## config.mk

```make
export PLATFORM = sky130hd
export DESIGN_NAME = delta_sigma_decoder
export DESIGN_NICKNAME = d
export VERILOG_FILES = /design/src/rtl/delta_sigma_pkg.sv /design/src/rtl/delta_sigma_integrator.sv /design/src/rtl/delta_sigma_decoder.sv
export SDC_FILE = /design/constraint.sdc
export NUM_CORES = 1
export LEC_CHECK = 0
export ABC_AREA = 1
export BUFFER_PORTS_ARGS = -buffer_cell sky130_fd_sc_hd__clkbuf_2
export CAP_MARGIN = 10
export CELL_PAD_IN_SITES_DETAIL_PLACEMENT = 0
export CELL_PAD_IN_SITES_GLOBAL_PLACEMENT = 1
export CORE_MARGIN = 3
export CORE_UTILIZATION = 49
export DETAILED_ROUTE_END_ITERATION = 8
export PLACE_DENSITY_LB_ADDON = 0.1
export SYNTH_ARGS = -nofsm -noshare
export SYNTH_HDL_FRONTEND = slang
export SYNTH_SLANG_ARGS = --single-unit
```

## constraint.sdc

```tcl
create_clock -name clk -period 6.05 [get_ports clk]
set_clock_uncertainty 0.2 [all_clocks]
set_input_delay 0.9075 -clock clk [delete_from_list [all_inputs] [get_ports clk]]
set_output_delay 0.9075 -clock clk [all_outputs]
set_load 0.005 [all_outputs]
```

## src/rtl/delta_sigma_pkg.sv

```systemverilog
// delta_sigma_pkg: shared widths and defaults for the delta-sigma modulator/decoder pair.
package delta_sigma_pkg;
    localparam int OVF_CNT_BITS   = 8;
    localparam int DEF_OUT_BITS   = 12;
    localparam int DEF_LOG2_DECIM = 6;
    function automatic int cic_width(input int log2_decim);
        return 2 * log2_decim + 1;
    endfunction
endpackage

```

## src/rtl/delta_sigma_integrator.sv

```systemverilog
// delta_sigma_integrator: W-bit ena-gated wrapping accumulator with synchronous reset.
module delta_sigma_integrator #(
    parameter int W = 13
) (
    input  logic         clk,
    input  logic         rst,
    input  logic         i_ena,
    input  logic [W-1:0] i_inc,
    output logic [W-1:0] o_acc
);
    logic [W-1:0] r_acc;
    always_ff @(posedge clk) begin
        if (rst) r_acc <= '0;
        else if (i_ena) r_acc <= r_acc + i_inc;
    end
    assign o_acc = r_acc;
endmodule

```

## src/rtl/delta_sigma_decoder.sv

```systemverilog
// delta_sigma_decoder: sinc^2 CIC decimator from a 1-bit stream to OUT_BITS samples over valid/ready.
// Optional DS_DECODE_OVF_CNT_EN adds a saturating overrun_count output.
module delta_sigma_decoder
    import delta_sigma_pkg::*;
#(
    parameter int OUT_BITS   = DEF_OUT_BITS,
    parameter int LOG2_DECIM = DEF_LOG2_DECIM
) (
    input  logic                clk,
    input  logic                rst,
    input  logic                ena,
    input  logic                in,
    output logic [OUT_BITS-1:0] out,
    output logic                out_valid,
    input  logic                out_ready,
    output logic                overrun
`ifdef DS_DECODE_OVF_CNT_EN
    ,output logic [OVF_CNT_BITS-1:0] overrun_count
`endif
);
    localparam int W = cic_width(LOG2_DECIM);
    localparam logic [W-1:0] R_SQ = {1'b1, {(2*LOG2_DECIM){1'b0}}};

    logic [LOG2_DECIM-1:0]   r_cnt;
    logic                    r_tick;
    logic [1:0]              r_warm;
    logic [W-1:0]            r_d1, r_d2;
    logic [OUT_BITS-1:0]     r_out;
    logic                    r_valid, r_overrun;
    logic [W-1:0]            w_in, w_i1, w_i1_next, w_i2, w_c1, w_c2;
    logic [2*LOG2_DECIM-1:0] w_s;
    logic                    w_load, w_ovf;

    assign w_in      = {{(W-1){1'b0}}, in};
    assign w_i1_next = w_i1 + w_in;

    delta_sigma_integrator #(.W(W)) u_int1 (
        .clk(clk), .rst(rst), .i_ena(ena), .i_inc(w_in), .o_acc(w_i1)
    );
    delta_sigma_integrator #(.W(W)) u_int2 (
        .clk(clk), .rst(rst), .i_ena(ena), .i_inc(w_i1_next), .o_acc(w_i2)
    );

    // Full-scale R^2 does not fit 2*LOG2_DECIM bits, so it clips to all ones.
    always_comb begin
        w_c1   = w_i2 - r_d1;
        w_c2   = w_c1 - r_d2;
        w_s    = (w_c2 == R_SQ) ? '1 : w_c2[2*LOG2_DECIM-1:0];
        w_load = r_tick && (r_warm == 2'd2);
        w_ovf  = w_load && r_valid && !out_ready;
    end

    always_ff @(posedge clk) begin
        if (rst) begin
            r_cnt     <= '0;
            r_tick    <= 1'b0;
            r_warm    <= '0;
            r_d1      <= '0;
            r_d2      <= '0;
            r_out     <= '0;
            r_valid   <= 1'b0;
            r_overrun <= 1'b0;
        end else begin
            if (ena) r_cnt <= r_cnt + 1'b1;
            r_tick <= ena && (&r_cnt);
            if (r_tick) begin
                r_d1 <= w_i2;
                r_d2 <= w_c1;
                if (r_warm != 2'd2) r_warm <= r_warm + 2'd1;
            end
            if (w_load) r_out <= w_s[2*LOG2_DECIM-1 -: OUT_BITS];
            r_valid   <= w_load || (r_valid && !out_ready);
            r_overrun <= w_ovf;
        end
    end

    assign out       = r_out;
    assign out_valid = r_valid;
    assign overrun   = r_overrun;

`ifdef DS_DECODE_OVF_CNT_EN
    logic [OVF_CNT_BITS-1:0] r_ovf_cnt;
    always_ff @(posedge clk) begin
        if (rst) r_ovf_cnt <= '0;
        else if (w_ovf && !(&r_ovf_cnt)) r_ovf_cnt <= r_ovf_cnt + 1'b1;
    end
    assign overrun_count = r_ovf_cnt;
`endif
endmodule
```

==> out/metrics.cfg, run 1 <==
[synth]
yosys.area_share.simple_pct=22.52
syn-num-nets=751
yosysSeqAreaShare_pct=30.71
synthMuxAreaShare_pct=0
yosys.area.top_type_share_pct=30.71
yosys-top-cells-count=109 x inv_1, 108 x nand2_1, 75 x dfxtp_1
ys_warn_count=0
yosysMostFrequentCell=inv_1
synthXorXnorAreaFrac_pct=4.299
synth_top_family_by_area=simple AND/OR/NAND/NOR gates
synth_edf_count=0
ys_ff_latch=75
ys_top_cells_by_area=dfxtp_1 31%, ha_1 10%, inv_1 8.4%
synth_adder_area_share_pct=11.46
yosysUniqueCellTypes=36
synthCells=703
synthFlopType=dfxtp_1
syn-cell-area_um2=4890
synth_top_cell_by_area=dfxtp_1
syn_avg_cell_area_um2=6.955
async_flop_share_pct=0
synth-compound-area-share_pct=20.42

[power_and_ir_drop]
comb_power_share_pct=34.4
leakage_nw=2.578
ir_drop_mv=0.1677
p_clk_share_pct=27.7
p_total_w=0.001384
p_sw_share_pct=39.10
intPower_w=0.0008428
cellPowerDensity_nw_per_um2=263.3
power_switching_w=0.0005410
sequentialPowerShare_pct=37.9

[die]
core-area_um2=9459
die_x_um=105.9
die_height_um=105.9
num_rows=35
start_util_pct=51.69
ioPinCount=19
dieArea_um2=11210

[setup_path]
cp_slowest_cell=fa_1
slowest_delay_ns=0.41
worst_setup_path_start_kind=flop
end_kind=flop
crit_type=flop to flop
timing.critical_path.cells=inv_1 -> ha_1 -> fa_1 -> inv_1 -> nand3_1 -> nand2_1 -> a21oi_1 -> xor2_1 -> ha_1 -> nand2_1 -> nand2_1 -> a21o_1 -> a21oi_1 -> nand3b_1 -> nand2_1 -> nand2_1 -> nor2_2 -> nand2_2 -> a21oi_1
crit_arrival_ns=3.71
crit_top_cell=nand2_1
required_ns=6.14
critPathMaxFanout=12

[min_path]
hold_class=flop to flop

[global_route]
gr-usage-met3_pct=3.522
overflow=0
busiest_layer=met2
grt_use_total_pct=19.49
antenna_found_initial=0
grt_pass1_vias=4125
grtUsageMet1_pct=24.05
grt_first_pass_wirelength_mm=18.21
grtUsageMet2_pct=33.83
grt_max_degree=41

[sta]
hold_viol_final=0
drv_slew=0
worst_slew_pin_slew_ns=0.6758
slew_headroom_pct=54.95
fin_crit_ns=3.613
fmax_ghz=0.2768
tns_ns=0
finalCritPeriodShare_pct=59.71
rsz0062_at_grt=no
fin_ws_ns=2.437
setup_violations=0
timing.hold.ws_ns=0.2627

[place]
gp_congestion=0.9154
detailed_place_hpwl_mm=7.959
port_buffers=18
placed_cells=830
place_ws_ns=2.381

[job]
maxCapViolations=0

[drt]
vias_per_cell=5.123
vias=4334
route.detailed.drc=0
drtPass1Iterations=4
finalWirelength_mm=10.49
drtIter0Drc=202
drtAntennaViolNets=0
wl_per_cell_um=12.40

[outcome]
status=complete, no violations

[clocking]
cts_tree=done
clk_latency_ns=0.37
clock-sinks=75
cts_buffer_depth=2
cts_max_level=3
cts_buffers=9
path_clk_slew_ns=0.10
ctsHoldBuffers=0
root_buffer=clkbuf_8
cts_setup_buffers=0
cts-resized-gates=0

[finish]
insertedDiodeCount=0
final_layout_size_suffix_gt1_share_pct=11.30
syn_to_final_growth_pct=7.472
fin_cells=846
layout.nets=760

==> placed cells by master, fill, tap and decap left out, types with 5 or more instances in the layout <==
| cell | netlist | routed |
|---|---|---|
| ha_1 | 40 | 40 |
| nand3_2 | 5 | 5 |
| nor3_1 | 6 | 6 |
| nand3_1 | 29 | 29 |
| a21oi_2 | 12 | 12 |
| inv_1 | 109 | 109 |
| a21oi_1 | 72 | 72 |
| o21ai_0 | 70 | 70 |
| o21bai_1 | 8 | 8 |
| dfxtp_1 | 75 | 75 |
| clkbuf_2 | 0 | 18 |
| nor2_2 | 7 | 7 |
| xor2_1 | 17 | 17 |
| inv_2 | 5 | 5 |
| clkbuf_8 | 0 | 9 |
| nand2_2 | 12 | 12 |
| xnor2_1 | 7 | 7 |
| nand4_1 | 7 | 7 |
| nor2_1 | 62 | 62 |
| nand2_1 | 108 | 108 |
==> metrics by stage <==
stage	utilization, %	instance area (µm²)
floorplan	-	4890
global placement	53.56	5066
detailed placement	53.56	5066
CTS	55.56	5255
global route	55.56	5255
finish	55.56	5255
==> logic make-up (layout without fill, tap and decap cells) <==
logic type,after synthesis,after routing
AOI/OAI and AO/OA,179,179
xor gates and xnor gates,24,24
and+or+nand+nor,246,246
adders and majority gates,43,43
DFF,75,75
buffers and inverters,136,150
==> path summary, 6_finish.rpt <==
check / start / end / slack [ns] / cells after the start
worst max-delay path: u_int2.o_acc[0]$_SDFFE_PP0P_ / out[0]$_SDFFE_PP0P_ / 2.44 / 19
worst min-delay path: r_d1[7]$_SDFFE_PP0P_ / r_d1[7]$_SDFFE_PP0P_ / 0.26 / 2
worst max register to register: u_int2.o_acc[0]$_SDFFE_PP0P_ / out[0]$_SDFFE_PP0P_ / 2.44 / 19
worst min register to register: r_d1[7]$_SDFFE_PP0P_ / r_d1[7]$_SDFFE_PP0P_ / 0.26 / 2
==> worst max-delay path: cells and delay by family, from the launching register on <==
| family | cells | cell delay, ns |
|---|---|---|
| AO/OA/AOI/OAI | 4 | 0.69 |
| XOR/XNOR | 1 | 0.17 |
| adder cells (fa/ha/maj) | 3 | 0.99 |
| buffers and inverters | 2 | 0.15 |
| flip-flops | 1 | 0.35 |
| AND/OR/NAND/NOR | 9 | 0.98 |
==> state kept, by name, indices dropped and copies added (netlist names) <==
name / flops
r_d1: 13
overrun: 1
r_tick: 1
r_warm: 2
r_cnt: 6
u_int2.o_acc: 13
r_d2: 13
out: 12
u_int1.o_acc: 13
out_valid: 1
==> layer usage <==
| layer | routed length [µm] | part of all wire (%) | vias to the layer above |
|---|---|---|---|
| li1 | - | - | 2310 |
| met2 | 4918 | 47 | 43 |
| met4 | 252 | 2.4 | 0 |
| met3 | 202 | 1.9 | 20 |
| met1 | 5115 | 49 | 1961 |
| met5 | 0 | 0 | - |
==> cell type report <==
class / instances / area [µm²]
clock buffers: 9 / 123.9
flip-flops and latches: 75 / 1501
well taps: 129 / 161.4
inverters: 114 / 427.9
multi-input cells: 492 / 2870
fillers: 952 / 4204
repair buffers: 20 / 105.1
clock inverters: 7 / 65.06
==> power groups by stage <==
stage               registers (W)  logic, W  clock network [W]
floorplan                0.000531  0.000388                  0
global placement         0.000535  0.000471                  0
detailed placement       0.000536  0.000475                  0
CTS                      0.000525  0.000479           0.000399
global route             0.000527  0.000552           0.000415
finish                   0.000525  0.000476           0.000383
(Power assumes the default switching activity.)
==> run 2, diff against run 1 <==
--- a/config.mk
+++ b/config.mk
@@ -5,13 +5,13 @@
 export SDC_FILE = /design/constraint.sdc
 export NUM_CORES = 1
 export LEC_CHECK = 0
-export ABC_AREA = 1
+export ABC_AREA = 0
 export BUFFER_PORTS_ARGS = -buffer_cell sky130_fd_sc_hd__clkbuf_2
 export CAP_MARGIN = 10
 export CELL_PAD_IN_SITES_DETAIL_PLACEMENT = 0
 export CELL_PAD_IN_SITES_GLOBAL_PLACEMENT = 1
 export CORE_MARGIN = 3
-export CORE_UTILIZATION = 49
+export CORE_UTILIZATION = 43
 export DETAILED_ROUTE_END_ITERATION = 8
 export PLACE_DENSITY_LB_ADDON = 0.1
 export SYNTH_ARGS = -nofsm -noshare
==> constraint.sdc (replaced) <==
create_clock -name clk -period 2.9 [get_ports clk]
set_clock_uncertainty 0.2 [all_clocks]
set_input_delay 0.435 -clock clk [delete_from_list [all_inputs] [get_ports clk]]
set_output_delay 0.435 -clock clk [all_outputs]
set_load 0.005 [all_outputs]
==> out/metrics.cfg, run 2 <==
[sta]
hold_viol_final=0  ; unchanged
drv_slew=0  ; unchanged
fmax_ghz=0.2616  ; -5.5%
setup_violations=13  ; +13
finalCritPeriodShare_pct=131.8  ; +72 points
worst_slew_pin_slew_ns=0.5154  ; -0.1603 ns
rsz0062_at_grt=yes
fin_crit_ns=3.822  ; +0.2099 ns
fin_ws_ns=-0.9224  ; -3.360 ns
tns_ns=-10.83  ; -10.83 ns
slew_headroom_pct=65.64  ; +11 points

[synth]
synthFlopType=dfxtp_1
synthCells=560  ; -20%
synth_top_cell_by_area=dfxtp_1
yosys-top-cells-count=79 x nor2_1, 75 x dfxtp_1, 40 x ha_1
ys_top_cells_by_area=dfxtp_1 31%, ha_1 10%, mux2i_1 7.9%
ys_warn_count=0  ; unchanged
yosysMostFrequentCell=nor2_1
syn-num-nets=608  ; -19%
async_flop_share_pct=0  ; unchanged
synth_edf_count=0  ; unchanged
yosysUniqueCellTypes=59  ; +64%
syn_avg_cell_area_um2=8.553  ; +23%
ys_ff_latch=75  ; unchanged
yosysSeqAreaShare_pct=31.35  ; +0.64 points
yosys.area.top_type_share_pct=31.35  ; +0.64 points
syn-cell-area_um2=4790  ; -2.0%

[global_route]
grt_pass1_vias=4245  ; +2.9%
grt_max_degree=46  ; +12%
antenna_found_initial=0  ; unchanged
grt_use_total_pct=18.22  ; -1.3 points
grt_first_pass_wirelength_mm=18.86  ; +3.6%
overflow=0  ; unchanged

[die]
die_height_um=111.5  ; +5.3%
start_util_pct=45.38  ; -6.3 points
num_rows=37  ; +5.7%
ioPinCount=19  ; unchanged
dieArea_um2=12440  ; +11%
core-area_um2=10560  ; +12%
die_x_um=111.5  ; +5.3%

[setup_path]
rr_worst_depth=17  ; -2
critPathMaxFanout=6  ; -6
crit_arrival_ns=3.87  ; +0.16 ns
worst_setup_path_start_kind=flop
end_kind=flop
required_ns=2.95  ; -3.19 ns
crit_type=flop to flop

[clocking]
cts_buffer_depth=2  ; unchanged
cts_max_level=3  ; unchanged
root_buffer=clkbuf_8
cts_tree=done
clock-sinks=75  ; unchanged
clk_latency_ns=0.37  ; about the same
path_clk_slew_ns=0.08  ; -0.02 ns
cts_buffers=9  ; unchanged

[power_and_ir_drop]
p_clk_share_pct=30.9  ; +3.2 points
leakage_nw=2.907  ; +13%
cellPowerDensity_nw_per_um2=404.2  ; +54%
p_sw_share_pct=29.76  ; -9.3 points
intPower_w=0.001845  ; +120%
ir_drop_mv=0.1687  ; +0.55%
power_switching_w=0.0007813  ; +44%
sequentialPowerShare_pct=40.0  ; +2.1 points
p_total_w=0.002626  ; +90%
comb_power_share_pct=29.1  ; -5.3 points

[drt]
finalWirelength_mm=10.94  ; +4.3%
wl_per_cell_um=13.12  ; +5.8%
vias_per_cell=5.056  ; -1.3%
drtAntennaViolNets=0  ; unchanged
drtPass1Iterations=4  ; unchanged
drtIter0Drc=180  ; -11%
vias=4217  ; -2.7%
route.detailed.drc=0  ; unchanged

[finish]
final_cell_mix=119 x buf_4, 78 x nor2_1, 70 x dfxtp_1
syn_to_final_growth_pct=35.63
final_layout_size_suffix_gt1_share_pct=33.09  ; +22 points
final_common_cell=buf_4
layout.nets=741  ; -2.5%
insertedDiodeCount=0  ; unchanged
final_core_utilization_pct=61.55  ; +6.0 points

[min_path]
hold_class=primary input to flop
hold_depth=3  ; +1

[outcome]
status=finished with violations
violations=setup timing

[place]
gp_congestion=0.8349  ; -8.8%
detailed_place_hpwl_mm=8.101  ; +1.8%
port_buffers=18  ; unchanged

[job]
maxCapViolations=0  ; unchanged

## run 2: layout make-up
type                            count  area [µm²]
Multi-Input combinational cell    426        3425
Timing Repair Buffer              144        1062
Clock buffer                        9       123.9
Fill cell                         892        4059
Sequential cell                    75        1508
Inverter                           37       138.9
Tap cell                          136       170.2
Clock inverter                      7       68.82
## run 2: power by group through the flow
stage	Sequential [W]	Clock, W	Combinational (W)
after floorplan	0.00107	0	0.000407
after global placement	0.00107	0	0.000689
after detailed placement	0.00107	0	0.000697
after CTS	0.00105	0.000843	0.000713
after global routing	0.00105	0.000883	0.000840
final	0.00105	0.000812	0.000765
## run 2: cell families (layout without fill, tap and decap cells)
kind of cell | count (synthesis) | in the layout | synth area share, %
AO/OA/AOI/OAI | 116 | 116 | 16.85
XOR/XNOR | 56 | 56 | 10.24
adder cells (fa/ha/maj) | 43 | 43 | 11.70
buffers and inverters | 59 | 197 | 4.780
flip-flops | 75 | 75 | 31.35
multiplexers | 38 | 38 | 7.941
AND/OR/NAND/NOR | 173 | 173 | 17.14
## run 2: what timing repair did
action | in CTS | in global routing
endpoints found under the setup margin | 14 | 15
pin swaps | 16 | 28
gates cloned | 0 | 0
endpoints found under the hold margin | 0 | 0
gates resized for setup | 15 | 43
setup buffers | 1 | 9
hold buffers | 0 | 0
## run 2: final timing paths
check	startpoint	end	slack (ns)
setup / recovery	u_int2.o_acc[0]$_SDFFE_PP0P_	out[4]$_SDFFE_PP0P_	-0.92
hold / removal	out_ready	overrun$_SDFF_PP0_	0.14
setup reg to reg	u_int2.o_acc[0]$_SDFFE_PP0P_	out[4]$_SDFFE_PP0P_	-0.92
hold reg to reg	r_cnt[5]$_SDFFE_PP0P_	r_tick$_SDFF_PP0_	0.26
## run 2: stage by stage
step / worst slack (ns) / instance area (µm²) / hold WS [ns] / cells
final: -0.9224 / 6496 / 0.1424 / 834
after global routing: -1.103 / 6496 / 0.1410 / 834
after CTS: -0.9092 / 6245 / 0.1264 / 828
after detailed placement: -0.9588 / 5997 / 0.2478 / 811
after global placement: -0.8642 / 5997 / 0.2457 / 811
after floorplan: -0.8143 / 4943 / 0.2194 / 560
## run 2: critical path, stage by stage (launching register included)
cell and delay, ns:
dfxtp_2 0.34, inv_2 0.04, ha_4 0.15, fa_2 0.36, nor2b_4 0.12, o31a_1 0.27, o21a_1 0.17, nor2_1 0.04
xnor2_1 0.13, ha_2 0.18, or3_4 0.39, o21bai_4 0.19, a211o_1 0.34, xnor2_2 0.14, and3_4 0.18, o2111ai_4 0.23
buf_6 0.17, o21ai_2 0.05
## run 2: per-layer routing
metal | up-vias | global-route usage, % | share of wire (%)
met2 | 49 | 32.89 | 51
met1 | 1919 | 21.33 | 44
met5 | - | 0 | 0
li1 | 2225 | - | -
met4 | 0 | 7.867 | 2.8
met3 | 24 | 2.772 | 2.3
